[src/rtl/serial_adder.sv]
// serial_adder: bit-serial WIDTH-bit adder, one full-adder cell and a registered carry.
// Define SERIAL_ADDER_SUB_EN to add the sub input (result a - b, cout=1 means no borrow).
module serial_adder #(
    parameter int WIDTH = 8
) (
    input  logic             clk,
    input  logic             rst,
    input  logic             in_valid,
    output logic             in_ready,
    input  logic [WIDTH-1:0] a,
    input  logic [WIDTH-1:0] b,
    input  logic             cin,
`ifdef SERIAL_ADDER_SUB_EN
    input  logic             sub,
`endif
    output logic             out_valid,
    input  logic             out_ready,
    output logic [WIDTH-1:0] sum,
    output logic             cout
);

    localparam int CW = $clog2(WIDTH);
    localparam logic [CW-1:0] LAST = CW'(WIDTH - 1);

    typedef enum logic [1:0] {
        IDLE,
        RUN,
        DONE
    } state_t;

    state_t           r_state;
    logic [WIDTH-1:0] r_a_sh;
    logic [WIDTH-1:0] r_b_sh;
    logic [WIDTH-1:0] r_sum;
    logic             r_carry;
    logic             r_cout;
    logic [CW-1:0]    r_cnt;

    logic             w_s;
    logic             w_c;
    logic [WIDTH-1:0] w_b_load;
    logic             w_c_load;

    assign w_s = r_a_sh[0] ^ r_b_sh[0] ^ r_carry;
    assign w_c = (r_a_sh[0] & r_b_sh[0]) |
                 (r_a_sh[0] & r_carry) |
                 (r_b_sh[0] & r_carry);

`ifdef SERIAL_ADDER_SUB_EN
    // Two's-complement subtract: invert b and force a carry-in of one.
    assign w_b_load = sub ? ~b : b;
    assign w_c_load = sub | cin;
`else
    assign w_b_load = b;
    assign w_c_load = cin;
`endif

    always_ff @(posedge clk or posedge rst) begin
        if (rst) begin
            r_state <= IDLE;
            r_a_sh  <= '0;
            r_b_sh  <= '0;
            r_sum   <= '0;
            r_carry <= 1'b0;
            r_cout  <= 1'b0;
            r_cnt   <= '0;
        end else begin
            case (r_state)
                IDLE: begin
                    if (in_valid) begin
                        r_a_sh  <= a;
                        r_b_sh  <= w_b_load;
                        r_carry <= w_c_load;
                        r_cnt   <= '0;
                        r_state <= RUN;
                    end
                end
                RUN: begin
                    r_carry <= w_c;
                    r_a_sh  <= r_a_sh >> 1;
                    r_b_sh  <= r_b_sh >> 1;
                    r_sum   <= {w_s, r_sum[WIDTH-1:1]};
                    if (r_cnt == LAST) begin
                        r_cout  <= w_c;
                        r_state <= DONE;
                    end else begin
                        r_cnt <= r_cnt + 1'b1;
                    end
                end
                DONE: begin
                    if (out_ready) begin
                        r_state <= IDLE;
                    end
                end
                default: begin
                    r_state <= IDLE;
                end
            endcase
        end
    end

    // rst gating keeps in_ready low for the whole time reset is held.
    assign in_ready  = (r_state == IDLE) && !rst;
    assign out_valid = (r_state == DONE);
    assign sum       = r_sum;
    assign cout      = r_cout;

endmodule
[config.mk]
export PLATFORM = sky130hd
export DESIGN_NAME = serial_adder
export DESIGN_NICKNAME = d
export VERILOG_FILES = /design/src/rtl/serial_adder.sv
export SDC_FILE = /design/constraint.sdc
export NUM_CORES = 1
export LEC_CHECK = 0
export CORE_UTILIZATION = 25
export DETAILED_ROUTE_END_ITERATION = 12
export HOLD_SLACK_MARGIN = 0.1
export SLEW_MARGIN = 20
export SYNTH_ARGS = -nofsm -noshare
export SYNTH_HDL_FRONTEND = slang
export SYNTH_SLANG_ARGS = --single-unit
[constraint.sdc]
create_clock -name clk -period 1.32 [get_ports clk]
set_clock_uncertainty 0.05 [all_clocks]
set_input_delay 0.132 -clock clk [delete_from_list [all_inputs] [get_ports clk]]
set_output_delay 0.132 -clock clk [all_outputs]
set_load 0.01 [all_outputs]
# == After elaboration in Yosys (flattened, before gate mapping) ==
# Cells that the tools add are included.
# word_totals
ff_bits,31
latchBits,0
ram_bits,0
mem_bits_ro,0
input_bits,21
out_inout_bits,11
word_cells,43
n_memories,0
# op_classes
addsub,1
multipliers,0
n_div,0
order_cmp,0
n_eq_ne,7
n_shift,0
muxes,13
bitwise,7
reduce_logical,8
# op_table
cell,count
$pmux 8 s2,2
$mux 8,2
$mux 2,3
$mux 3,2
$ne 2x2->1 const B,3
$pmux 2 s3,1
$pmux 3 s2,1
$reduce_and 3->1,2
$reduce_and 2->1,2
$add 3x1->3 const B,1
$and 1x1->1,3
$eq 3x3->1 const B,1
$eq 2x1->1 const B,1
$eq 2x2->1 const B,1
$logic_not 2->1,1
$ne 2x1->1 const B,1
$or 1x1->1,2
$pmux 1 s2,1
$reduce_bool 2->1,1
$xor 1x1->1,2
$logic_and 1x1->1,1
$logic_not 1->1,1
$mux 1,1

# == Longest topological paths before layout ==
# depth
depth_word,4
depth_mapped,4
depth_no_buf,4

# == Worst setup path before layout ==
# OpenSTA, ideal clock, no wires.
# synth_timing
kind,register to register
startpoint,reg r_cnt[0]
endpoint,"reg r_cout, in the netlist cout"
setup_ns,0.125
arrival_time_ns,1.241
t_required_ns,1.145
path_slack_ns,-0.096
path_stages_with_launch,5
n_path_buf,0
synth_period_minus_slack_ns,1.416
cell_sequence,dfrtp_1 -> ha_1 -> ha_1 -> nand3b_1 -> mux2_2
# synth_between
elab_chain_len,2
# synth_rtl
element,line_no,rtl
"start, declared",37,logic [CW-1:0] r_cnt;
"start signal, assigned",87,r_cnt <= r_cnt + 1'b1;
$eq 3x3->1,83,if (r_cnt == LAST) begin
$reduce_and 2->1 (no line),--,
"end signal, assigned",84,r_cout <= w_c;
"end, declared",36,logic r_cout;
# Every way passes these cells.
# A chain may end at the register's enable or synchronous reset.

# == Worst setup path in the final report ==
# layout_timing
startpoint,reg r_state[0]
endpoint,"reg r_sum[3], in the netlist sum[3]"
# layout_between
elab_chain_len,1
# layout_rtl
element,line_no,rtl
"start, declared",31,state_t r_state;
"start signal, assigned",60,r_state <= IDLE;
"start signal, assigned",75,r_state <= RUN;
"start signal, assigned",85,r_state <= DONE;
$eq 2x1->1,68,case (r_state)
"end signal, assigned",82,"r_sum <= {w_s, r_sum[WIDTH-1:1]};"
"end, declared",34,logic [WIDTH-1:0] r_sum;
# Every way passes these cells.

==> flow_summary_export.csv <==
group,metric,value,unit
layout,n_antenna_cell,0,
yosys,yosysSeqAreaShare,50.4,%
critical_path,slowest_delay,0.36,ns
critical_path,start_kind,"flip-flop",
power_and_ir_drop,p_per_area,2180,nW/um2
floorplanning,initial_core_util,26.0,%
global_routing,grt_max_degree,32,
sta,grt_setup_unrepaired,"true",
critical_path,cp_data_required_time,1.44,ns
critical_path,reg2regPathDepth,4,
flow_run,maxCapViolations,0,
critical_path,crit_path_start,"r_state[0]",
yosys,syn-num-nets,157,
place,place_hpwl,2.38,mm
worst_hold_path,hold_class,"input port to asynchronous set/reset pin",
critical_path,path_cells,"buf_6, buf_12, nor2b_4, mux2_4",
yosys,syn_avg_cell_area,11.6,um2
place,gp_congestion,0.752,
yosys,ys_ff_latch,31,
place,post-place-ws,-0.119,ns
detailed_routing,firstDrtPassIters,4,
global_routing,grt_overflow_total,0,
power_and_ir_drop,vdd_drop_max,1.07,mV
critical_path,crit_cells,4,
sta,finalHoldViolations,0,
clock_network,hold_buffers,0,
detailed_routing,drc,0,
power_and_ir_drop,swShare,34.2,%
critical_path,r2r_slack,-0.09,ns
critical_path,critical_path_peak_fanout,7,
floorplanning,fp-row-count,28,
clock_network,cts_made_buffers,5,
status,status,"complete, but fails checks",
layout,nNetsFinal,214,
critical_path,crit_family,"flip-flops",
clock_network,clockBufferDepth,2,
status,violations,"setup timing",
critical_path,cp_slowest_cell,"dfrtp_1",
yosys,syn_inst,133,
power_and_ir_drop,internal-power,0.00381,W
power_and_ir_drop,finalPower,0.00579,W
detailed_routing,ant_nets,0,
critical_path,reg2reg_from,"r_state[0]",
sta,setup_tns,-0.845,ns
power_and_ir_drop,p_switching,0.00198,W
global_routing,grt_pass1_wl,6.37,mm
floorplanning,dieArea,6480,um2
power_and_ir_drop,power_frac_seq,29.4,%
critical_path,critPathBufInv,2,
sta,post-route-period-util,106,%
floorplanning,core,5920,um2
critical_path,path_class,"flip-flop to flip-flop",
sta,whs,0.170,ns
clock_network,cts_sinks,31,
power_and_ir_drop,power_frac_comb,56.2,%
sta,finalSetupViolations,21,
place,place_area,2050,um2
detailed_routing,drt_wl_total,4.10,mm
global_routing,antenna_found_initial,0,
clock_network,worst_setup_hold_path_clk_slew,0.07,ns
detailed_routing,vias_per_cell,4.81,
detailed_routing,vias,1280,
sta,slew_headroom,81.9,%
sta,period_needed,1.41,ns
clock_network,cts-htree-levels,2,
sta,maxSlewViolCount,0,
sta,max_freq,711,MHz
layout,final_cell_area,2660,um2
detailed_routing,first_iter_violations,92,
clock_network,cts-root-buf,"clkbuf_8",
power_and_ir_drop,leakage,1.19,nW
sta,final.setup.worst_slack,-0.0857,ns
sta,worst_slew_pin_slew,0.272,ns
critical_path,rr_endpoint,"sum[3]",
clock_network,insertion_delay,0.29,ns
yosys,ys_types,29,
yosys,syn-cell-area,1540,um2
detailed_routing,wl_per_cell,15.4,um
yosys,yosysWarnings,0,
critical_path,arrival,1.52,ns
power_and_ir_drop,clkPwrFrac,14.4,%
place,io_buffers,31,
floorplanning,die_x,80.5,um
critical_path,endpoint_kind,"flip-flop",
floorplanning,die_h,80.5,um
clock_network,cts_tree,"built",
global_routing,grt_pass1_vias,1316,
floorplanning,io_pins,32,
layout,drive_gt1_share,44.5,%
global_routing,grt_usage,13.5,%
layout,area_delta_synth_final,72.9,%
-- power by group through the flow --
stage          registers [W]  logic (W)  clock network [W]
2_1_floorplan        0.00171    0.00133                  0
3_3_place_gp         0.00169    0.00213                  0
3_5_place_dp         0.00171    0.00217                  0
4_1_cts              0.00169    0.00283           0.000847
5_1_grt              0.00175    0.00349           0.000899
6_report             0.00170    0.00326           0.000835
-- sequential cells by signal, summed over array words and instances (netlist names) --
register,cells
cout,1
r_a_sh,8
r_b_sh,8
r_carry,1
r_cnt,3
r_state,2
sum,8
-- layout by cell type (no fill, tap or decap), types with 4 or more instances in the layout --
| cell type | n |
|---|---|
| nor3b_1 | 5 |
| dfrtp_1 | 30 |
| clkdlybuf4s50_1 | 20 |
| buf_12 | 6 |
| buf_4 | 12 |
| dlygate4sd2_1 | 9 |
| clkbuf_8 | 7 |
| nor2b_1 | 4 |
| buf_6 | 10 |
| mux2_4 | 9 |
| a222oi_1 | 4 |
| nor4b_4 | 9 |
| a211oi_2 | 6 |
| inv_1 | 16 |
-- stage by stage --
| step | utilization (%) | std cells |
|---|---|---|
| after floorplan | - | 133 |
| after global placement | 34.6 | 246 |
| after detailed placement | 34.6 | 246 |
| after CTS | 42.2 | 262 |
| after global routing | 45.0 | 266 |
| final | 45.0 | 266 |
-- cell usage after synthesis --
library cell  count  area (um2)
nor4bb_1          2        20.0
buf_4             3        22.5
buf_2             3        15.0
a211o_1           3        26.3
nor2b_1           4        25.0
nor2b_4           1        13.8
o21ai_0           1        5.00
o21bai_1          1        7.51
a221oi_1          3        26.3
nand2b_1          3        18.8
a32o_1            2        20.0
nor2_2            1        6.26
nand3b_1          1        7.51
nor3_1            1        5.00
clkbuf_2          1        5.00
nor2_1            3        11.3
and3_1            3        18.8
a222oi_1          4        40.0
a211oi_1          8        60.1
dfrtp_1          31         776
ha_1              2        25.0
mux2_2            9         101
a21oi_1           1        5.00
clkbuf_1          2        7.51
nor3b_1           8        60.1
nor4b_1          12         105
buf_6             2        22.5
inv_1            17        63.8
fa_1              1        20.0
-- per-layer routing --
metal	vias to the layer above	part of all wire, %	track usage (%)
li1	604	-	-
met2	32	50	22.3
met1	637	44	16.3
met3	7	3.4	3.18
met4	0	2.0	6.61
met5	-	0	0
-- cell type report --
cell class | count | area [um2]
Clock buffer | 8 | 100
Fill cell | 523 | 3260
Inverter | 17 | 63.8
Multi-Input combinational cell | 75 | 968
Sequential cell | 31 | 777
Tap cell | 75 | 93.8
Timing Repair Buffer | 60 | 659
-- logic make-up (layout without fill, tap and decap cells) --
logic type                 after synthesis  after routing  share of synthesized area (%)
and+or+nand+nor                         39             40                           18.9
DFF                                     31             31                           50.4
buffers and inverters                   28             85                           8.85
AOI/OAI and AO/OA                       23             23                           12.3
muxes                                    9              9                           6.58
adders and majority gates                3              3                           2.92
-- worst reg2reg max path: stages, from the launching register on --
cell,delay [ns]
dfrtp_1,0.36
buf_6,0.12
buf_12,0.14
nor2b_4,0.28
mux2_4,0.33
-- worst max path at each step --
stage / to / slack [ns]
final: sum[3] / -0.09
after global routing: sum[5] / -0.12
after CTS: cout / -0.08
after detailed placement: in_ready / -0.12
after global placement: in_ready / -0.10
after floorplan: r_cnt[2] / -0.002
-- what timing repair did --
item / in CTS / in global routing
setup endpoints to repair: 38 / 30
buffers inserted: 6 / 3
resized for setup: 68 / 23
pin swaps: 15 / 16
gates cloned: 2 / 1
hold endpoints to repair: 0 / 0
Note: power is estimated with default switching activity, not from simulation.
